[src/rtl/bcd_pkg.sv]
// Shared types and constant helpers for the iterative binary-to-BCD converter.
package bcd_pkg;

  localparam int unsigned BCD_DIGIT_W = 4;

  typedef enum logic {
    IDLE,
    SHIFT
  } bcd_state_t;

  // 10^n as a 64-bit constant; valid for n <= 19.
  function automatic logic [63:0] pow10(input int unsigned n);
    logic [63:0] r;
    r = 64'd1;
    for (int unsigned i = 0; i < n; i++) r = r * 64'd10;
    return r;
  endfunction

  function automatic logic [127:0] max_bcd(input int unsigned digits);
    logic [127:0] r;
    r = '0;
    for (int unsigned i = 0; i < digits && i < 32; i++) r[i*4 +: 4] = 4'h9;
    return r;
  endfunction

endpackage

[src/rtl/bcd_digit_adj.sv]
// Double-dabble digit correction: add 3 to a BCD digit that is 5 or more.
module bcd_digit_adj
  import bcd_pkg::*;
(
  input  logic [BCD_DIGIT_W-1:0] digit,
  output logic [BCD_DIGIT_W-1:0] adj
);

  always_comb begin
    adj = digit;
    if (digit >= 4'd5) adj = digit + 4'd3;
  end

endmodule

[src/rtl/bin_to_bcd_seq.sv]
// Iterative shift-and-add-3 binary-to-packed-BCD converter with start/done handshake.
// Build option BCD_SATURATE_EN: on overflow, bcd reads as all nines.
module bin_to_bcd_seq
  import bcd_pkg::*;
#(
  parameter int unsigned BIN_W  = 16,
  parameter int unsigned DIGITS = 5
) (
  input  logic                          clk,
  input  logic                          rst_n,
  input  logic                          start,
  input  logic [BIN_W-1:0]              bin,
  output logic                          busy,
  output logic                          done,
  output logic [BCD_DIGIT_W*DIGITS-1:0] bcd,
  output logic                          overflow
);

  localparam int unsigned BCD_W = BCD_DIGIT_W * DIGITS;
  localparam int unsigned CNT_W = $clog2(BIN_W + 1);
  localparam logic [63:0] THRESH = pow10(DIGITS);
  // When 10^DIGITS already covers every BIN_W-bit value, overflow can never occur.
  localparam bit OVF_POSSIBLE = (BIN_W < 64) && (THRESH < (64'd1 << BIN_W));
`ifdef BCD_SATURATE_EN
  localparam logic [BCD_W-1:0] SAT_BCD = BCD_W'(max_bcd(DIGITS));
`endif

  bcd_state_t       state;
  logic [BIN_W-1:0] shreg;
  logic [BCD_W-1:0] work;
  logic [CNT_W-1:0] cnt;
  logic             ovf_pend;

  logic [BCD_W-1:0] adj_work;
  logic [BCD_W-1:0] next_work;
  logic [BIN_W-1:0] next_shreg;
  logic [63:0]      bin_ext;
  logic             ovf_in;
  logic             top_bit_unused;

  for (genvar g = 0; g < DIGITS; g++) begin : g_adj
    bcd_digit_adj u_adj (
      .digit (work[g*BCD_DIGIT_W +: BCD_DIGIT_W]),
      .adj   (adj_work[g*BCD_DIGIT_W +: BCD_DIGIT_W])
    );
  end

  always_comb begin
    bin_ext    = 64'(bin);
    ovf_in     = OVF_POSSIBLE && (bin_ext >= THRESH);
    next_shreg = shreg << 1;
    // Bit leaving the top digit is dropped, leaving bin mod 10^DIGITS in the lower digits.
    {top_bit_unused, next_work} = {adj_work, shreg[BIN_W-1]};
  end

  always_ff @(posedge clk or negedge rst_n) begin
    if (!rst_n) begin
      state    <= IDLE;
      busy     <= 1'b0;
      done     <= 1'b0;
      bcd      <= '0;
      overflow <= 1'b0;
      shreg    <= '0;
      work     <= '0;
      cnt      <= '0;
      ovf_pend <= 1'b0;
    end else begin
      done <= 1'b0;
      unique case (state)
        IDLE: begin
          if (start) begin
            shreg    <= bin;
            work     <= '0;
            cnt      <= '0;
            ovf_pend <= ovf_in;
            busy     <= 1'b1;
            state    <= SHIFT;
          end
        end
        SHIFT: begin
          shreg <= next_shreg;
          work  <= next_work;
          cnt   <= cnt + 1'b1;
          if (cnt == CNT_W'(BIN_W - 1)) begin
`ifdef BCD_SATURATE_EN
            bcd <= ovf_pend ? SAT_BCD : next_work;
`else
            bcd <= next_work;
`endif
            overflow <= ovf_pend;
            done     <= 1'b1;
            busy     <= 1'b0;
            state    <= IDLE;
          end
        end
        default: state <= IDLE;
      endcase
    end
  end

endmodule

[config.mk]
export PLATFORM = sky130hd
export DESIGN_NAME = bin_to_bcd_seq
export DESIGN_NICKNAME = d
export VERILOG_FILES = /design/src/rtl/bcd_pkg.sv /design/src/rtl/bcd_digit_adj.sv /design/src/rtl/bin_to_bcd_seq.sv
export SDC_FILE = /design/constraint.sdc
export NUM_CORES = 1
export LEC_CHECK = 0
export ABC_CLOCK_PERIOD_IN_PS = 2200
export BUFFER_PORTS_ARGS = -buffer_cell sky130_fd_sc_hd__buf_2
export CAP_MARGIN = 20
export CELL_PAD_IN_SITES_DETAIL_PLACEMENT = 2
export CELL_PAD_IN_SITES_GLOBAL_PLACEMENT = 2
export CORE_MARGIN = 2
export CORE_UTILIZATION = 36
export DETAILED_ROUTE_END_ITERATION = 8
export GPL_TIMING_DRIVEN = 0
export PLACE_DENSITY = 0.83
export SYNTH_ARGS = -nofsm -noshare
export SYNTH_HDL_FRONTEND = slang
export SYNTH_SLANG_ARGS = --single-unit
[constraint.sdc]
create_clock -name clk -period 2.2 [get_ports clk]
set_input_delay 0.11 -clock clk [delete_from_list [all_inputs] [get_ports clk]]
set_output_delay 0.11 -clock clk [all_outputs]
set_load 0.02 [all_outputs]
# After elaboration in Yosys (flattened, before gate mapping)
# Index checks and enable logic that the tools add are counted.
[totals]
elab_cells = 43
regBits = 64
memories = 0
latchBits = 0
output_inout_bits = 23
in_bits = 19
mem_bits_rw = 0
mem_bits_ro = 0
[classes]
mul = 0
muxes = 19
addsub = 6
shift = 0
order_cmp = 5
div_mod_pow = 0
eq_ne = 3
reduce_logical = 2
bitwise_logic = 1
[op_table]
columns = ["op", "n"]
rows = [
  ["$pmux 20 s2", 1],
  ["$pmux 16 s2", 1],
  ["$ge 4x3->1 const B", 5],
  ["$mux 20", 1],
  ["$add 4x2->4 const B", 4],
  ["$mux 16", 1],
  ["$mux 4", 4],
  ["$pmux 5 s2", 1],
  ["$mux 1", 6],
  ["$add 5x1->5 const B", 1],
  ["$eq 5x4->1 const B", 1],
  ["$mux 5", 1],
  ["$pmux 1 s2", 2],
  ["$reduce_and 2->1", 2],
  ["$add 3x2->3 const B", 1],
  ["$mux 3", 1],
  ["$ne 2x1->1 const B", 1],
  ["$ne 2x2->1 const B", 1],
  ["$not 1->1", 1],
]

# Logic depth before layout (Yosys ltp)
[logic_depth]
ltp_word = 3
ltp_mapped = 8
mapped_depth_nobuf = 7

# Hierarchy
# A second synthesis with hierarchy kept.
[hier_totals]
hier_cells = 273
area_unflattened_um2 = 3135.5
[modules_own_cells]
columns = ["module", "seq_area_each_um2", "area_per_inst_um2", "n_inst", "cells_per_inst"]
rows = [
  ["bin_to_bcd_seq", 1601.5, 2628.8, 1, 193],
  ["bcd_digit_adj", 0.0, 101.3, 5, 16],
]

# Worst setup path after synthesis
# OpenSTA, ideal clock, no wires.
[synth_timing]
path_type = "reg2reg"
from = "reg cnt[0]"
to = "reg bcd[4]"
setup_ps = 124
t_arrival_ps = 1668
synth_period_minus_slack_ps = 1792
stages_incl_launch_ff = 9
required_ps = 2076
n_path_buf = 1
setup_slack_ps = 408
cell_sequence = "dfrtp_1 > ha_1 > and3_1 > ha_1 > nand2_2 > clkinv_1 > buf_2 > nand3_1 > nand3_1"
[synth_via]
elab_chain_cells = 2
[synth_lines]
columns = ["item", "line_no", "source"]
rows = [
  ["start, declared", "bin_to_bcd_seq.sv:31", "logic [CNT_W-1:0] cnt;"],
  ["start signal, assigned", "bin_to_bcd_seq.sv:83", "cnt <= cnt + 1'b1;"],
  ["$eq 5x4->1", "bin_to_bcd_seq.sv:84", "if (cnt == CNT_W'(BIN_W - 1)) begin"],
  ["$reduce_and 2->1 (no line)", "n/a", ""],
  ["end signal, assigned", "bin_to_bcd_seq.sv:88", "bcd <= next_work;"],
  ["end, declared", "bin_to_bcd_seq.sv:15", "output logic [BCD_DIGIT_W*DIGITS-1:0] bcd,"],
]
# No other way between the ends.
# A chain may end at the register's enable or synchronous reset.

# Final worst setup path
# Same ends and word-level chain as after synthesis.

==> results.sh <==
export IMPL_cellPowerDensity_nw_per_um2=1490
export IMPL_regArea_um2=1600
export IMPL_cp_max_fo=10
export IMPL_irDropWorstVdd_mv=0.424
export IMPL_drive_gt1_share_pct=18.4
export IMPL_io_pins=42
export IMPL_viasPerCell=5.73
export IMPL_max_stage_delay_ns=0.42
export IMPL_drt_iter0_drc=152
export IMPL_report_final_slew_viol_count=0
export IMPL_cts_sinks=64
export IMPL_wl_per_cell_um=20.3
export IMPL_drt_total_wl_mm=10.7
export IMPL_startpoint_type="flip-flop"
export IMPL_route_detailed_drc=0
export IMPL_gr_total_overflow=0
export IMPL_stdcell_area_um2=3920
export IMPL_crit_top_cell="nand3_1"
export IMPL_dp_cells=507
export IMPL_dp_hpwl_mm=7.23
export IMPL_core_um2=9200
export IMPL_cts_setup_buffers=0
export IMPL_worstSkewPairLatency_ns=0.36
export IMPL_cts_root_buf="clkbuf_8"
export IMPL_die_area_um2=10200
export IMPL_end_kind="flip-flop"
export IMPL_final_cells=524
export IMPL_fp_dieH_um=101
export IMPL_synthesis_area_um2=3400
export IMPL_yosysMostFrequentCell="dfrtp_1"
export IMPL_via_count=3004
export IMPL_fin_skew_ns=0.0137
export IMPL_slowest_stage="dfrtp_1"
export IMPL_netlist_instances=357
export IMPL_antenna_cells=0
export IMPL_first_global_vias=3255
export IMPL_synth_top_cells_by_count="dfrtp_1 (64), nand2_1 (51), o21ai_0 (26)"
export IMPL_grt_start_max_net_pins=65
export IMPL_grt_setup_unrepaired="false"
export IMPL_status="finished clean"
export IMPL_synth_ff_type="dfrtp_1"
export IMPL_min_path_type="in -> reg"
export IMPL_ys_async_sr_fraction_pct=100
export IMPL_fp_row_count=35
export IMPL_cts_tree="yes"
export IMPL_antenna_found_initial=0
export IMPL_setup_viol_count_final=0
export IMPL_drt_first_pass_iters=4
export IMPL_maxSlewHeadroom_pct=43.0
export IMPL_yosysTopAreaCell="dfrtp_1"
export IMPL_fin_nets=439
export IMPL_port_buffers=39
export IMPL_placed_area_um2=3730
export IMPL_chipWidth_um=101
export IMPL_syn_avg_cell_area_um2=9.52
export IMPL_multi_input_area_um2=1600
export IMPL_final_setup_tns_ns=0
export IMPL_cp_arrival_ns=2.28
export IMPL_routabilityCongestion=0.806
export IMPL_globalRouteTotalUtil_pct=22.2
export IMPL_total_power_mw=5.83
export IMPL_leakage_nw=1.78
export IMPL_cts_made_buffers=9
export IMPL_finalCriticalPeriod_ns=2.04
export IMPL_synth_area_leaders="dfrtp_1 (47%), nand2_1 (5.6%), mux2i_1 (4.7%), ha_1 (4.4%), o21ai_0 (3.8%)"
export IMPL_fmax_ghz=0.490
export IMPL_synth_edf_count=0
export IMPL_area_growth_pct=15.3
export IMPL_place_ws_ns=-0.206
export IMPL_cp_cell_sequence="ha_1, and3_1, ha_2, nand2_4, clkinv_2, buf_2, nand3_1, nand3_1"
export IMPL_crit_type="reg -> reg"
export IMPL_syn_nets=388
export IMPL_synth_seq_cells=64
export IMPL_fillers=1050
export IMPL_hold_viol_final=0
export IMPL_ys_types=46
export IMPL_grt_pass1_wl_mm=17.4
export IMPL_ctsLongestPathBuffers=2
export IMPL_drtAntennaViolNets=0
export IMPL_final_setup_worst_slack_ns=0.157
export IMPL_cts_htree_levels=3
export IMPL_initial_core_util_pct=37.0
export IMPL_yosysWarnings=0
export IMPL_path_clk_slew_ns=0.07
export IMPL_required_ns=2.44
export IMPL_worst_slew_pin_slew_ns=0.856
export IMPL_synth_top_area_share_pct=47.1
export IMPL_final_min_period_over_clock_period_pct=92.8
export IMPL_synth_seq_area_share_pct=47.1
export IMPL_maxCapViolations=0
-- power by group --
part,internal (mW),switching (mW)
clock,0.433,0.491
sequential,1.67,0.381
combinational,1.04,1.81
-- cell families after synthesis --
| kind of cell | Yosys count | share of synthesized area (%) |
|---|---|---|
| xor+xnor | 2 | 0.516 |
| fa+ha+maj | 12 | 4.42 |
| other cells | 1 | 0.110 |
| simple gates | 119 | 16.9 |
| compound gates | 97 | 20.1 |
| mux | 16 | 4.71 |
| buf+inv | 46 | 6.11 |
| flops | 64 | 47.1 |
-- metrics by stage --
step	utilization, %	hold slack [ns]
detailed placement	40.6	0.279
finish	42.6	0.0101
floorplan	-	-0.186
CTS	42.6	0.00814
global route	42.6	0.0443
global placement	40.6	0.366
-- state kept, by name, summed over array words and instances, names as in the netlist --
name / count
state: 1
work: 20
shreg: 16
bcd: 20
busy: 1
done: 1
cnt: 5
-- worst paths after layout --
check                                   startpoint              endpoint  slack [ns]  cells after the start
worst min-delay path                        bin[0]  shreg[0]$_DFFE_PN0P_        0.01                      3
worst max register to register  cnt[0]$_DFFE_PN0P_    bcd[4]$_DFFE_PN0P_        0.16                      8
worst min register to register  bcd[4]$_DFFE_PN0P_    bcd[4]$_DFFE_PN0P_        0.47                      2
max in group asynchronous                    rst_n  work[12]$_DFFE_PN0P_        1.23                      2
min in group asynchronous                    rst_n    bcd[8]$_DFFE_PN0P_        0.42                      2
worst max-delay path            cnt[0]$_DFFE_PN0P_    bcd[4]$_DFFE_PN0P_        0.16                      8
-- cell usage in the layout (no fill, tap or decap), types with 2 or more instances in the layout --
master     instances
o22ai_1            8
nor2b_1           10
a311o_1            4
a21oi_1            6
nor3b_1            5
nand3_1           23
inv_1             16
clkbuf_1          10
a21boi_0           5
clkinv_1           2
nor3_1             5
a32oi_1            4
a211oi_1           3
nand2_1           51
buf_4              4
ha_1              11
dfrtp_1           64
o311ai_0           3
o21ai_2            2
or4_1              4
o31ai_1            7
mux2i_1           16
buf_2             51
a2bb2oi_1          2
buf_1              2
nor2_1             8
a31oi_1            7
nor4_1             3
o2111ai_1          6
o21ai_0           26
nand4_1            2
nand2b_1           5
clkinv_2           5
clkbuf_8          10
o211ai_1           4
a2111o_1           5
-- per-layer routing --
metal	GRT usage (%)	vias to the layer above	wire length (um)
met2	38.8	61	5310
met3	4.21	14	317
met1	28.4	1530	4910
met5	0	-	0
li1	-	1399	-
met4	5.41	0	126
-- layout make-up --
cell class              count  area share, %
flip-flops and latches     64           40.9
multi-input cells         247           40.7
repair buffers             40           5.30
clock buffers              12           3.70
well taps                 111           3.54
plain buffers              27           3.48
inverters                  19           1.85
clock inverters             4          0.511
-- worst max-delay path, delay by kind of cell (launching register included) --
kind,cells,cell delay (ns)
simple gates,4,0.56
fa+ha+maj,2,0.50
buf+inv,2,0.45
flops,1,0.42
-- timing repair --
item,in CTS,in global routing
setup endpoints to repair,14,6
pin swaps,0,0
hold buffers,1,0
gates resized for setup,2,1
cloned,0,0
hold endpoints to repair,64,0
No activity file was read; power rests on OpenSTA's default activity.
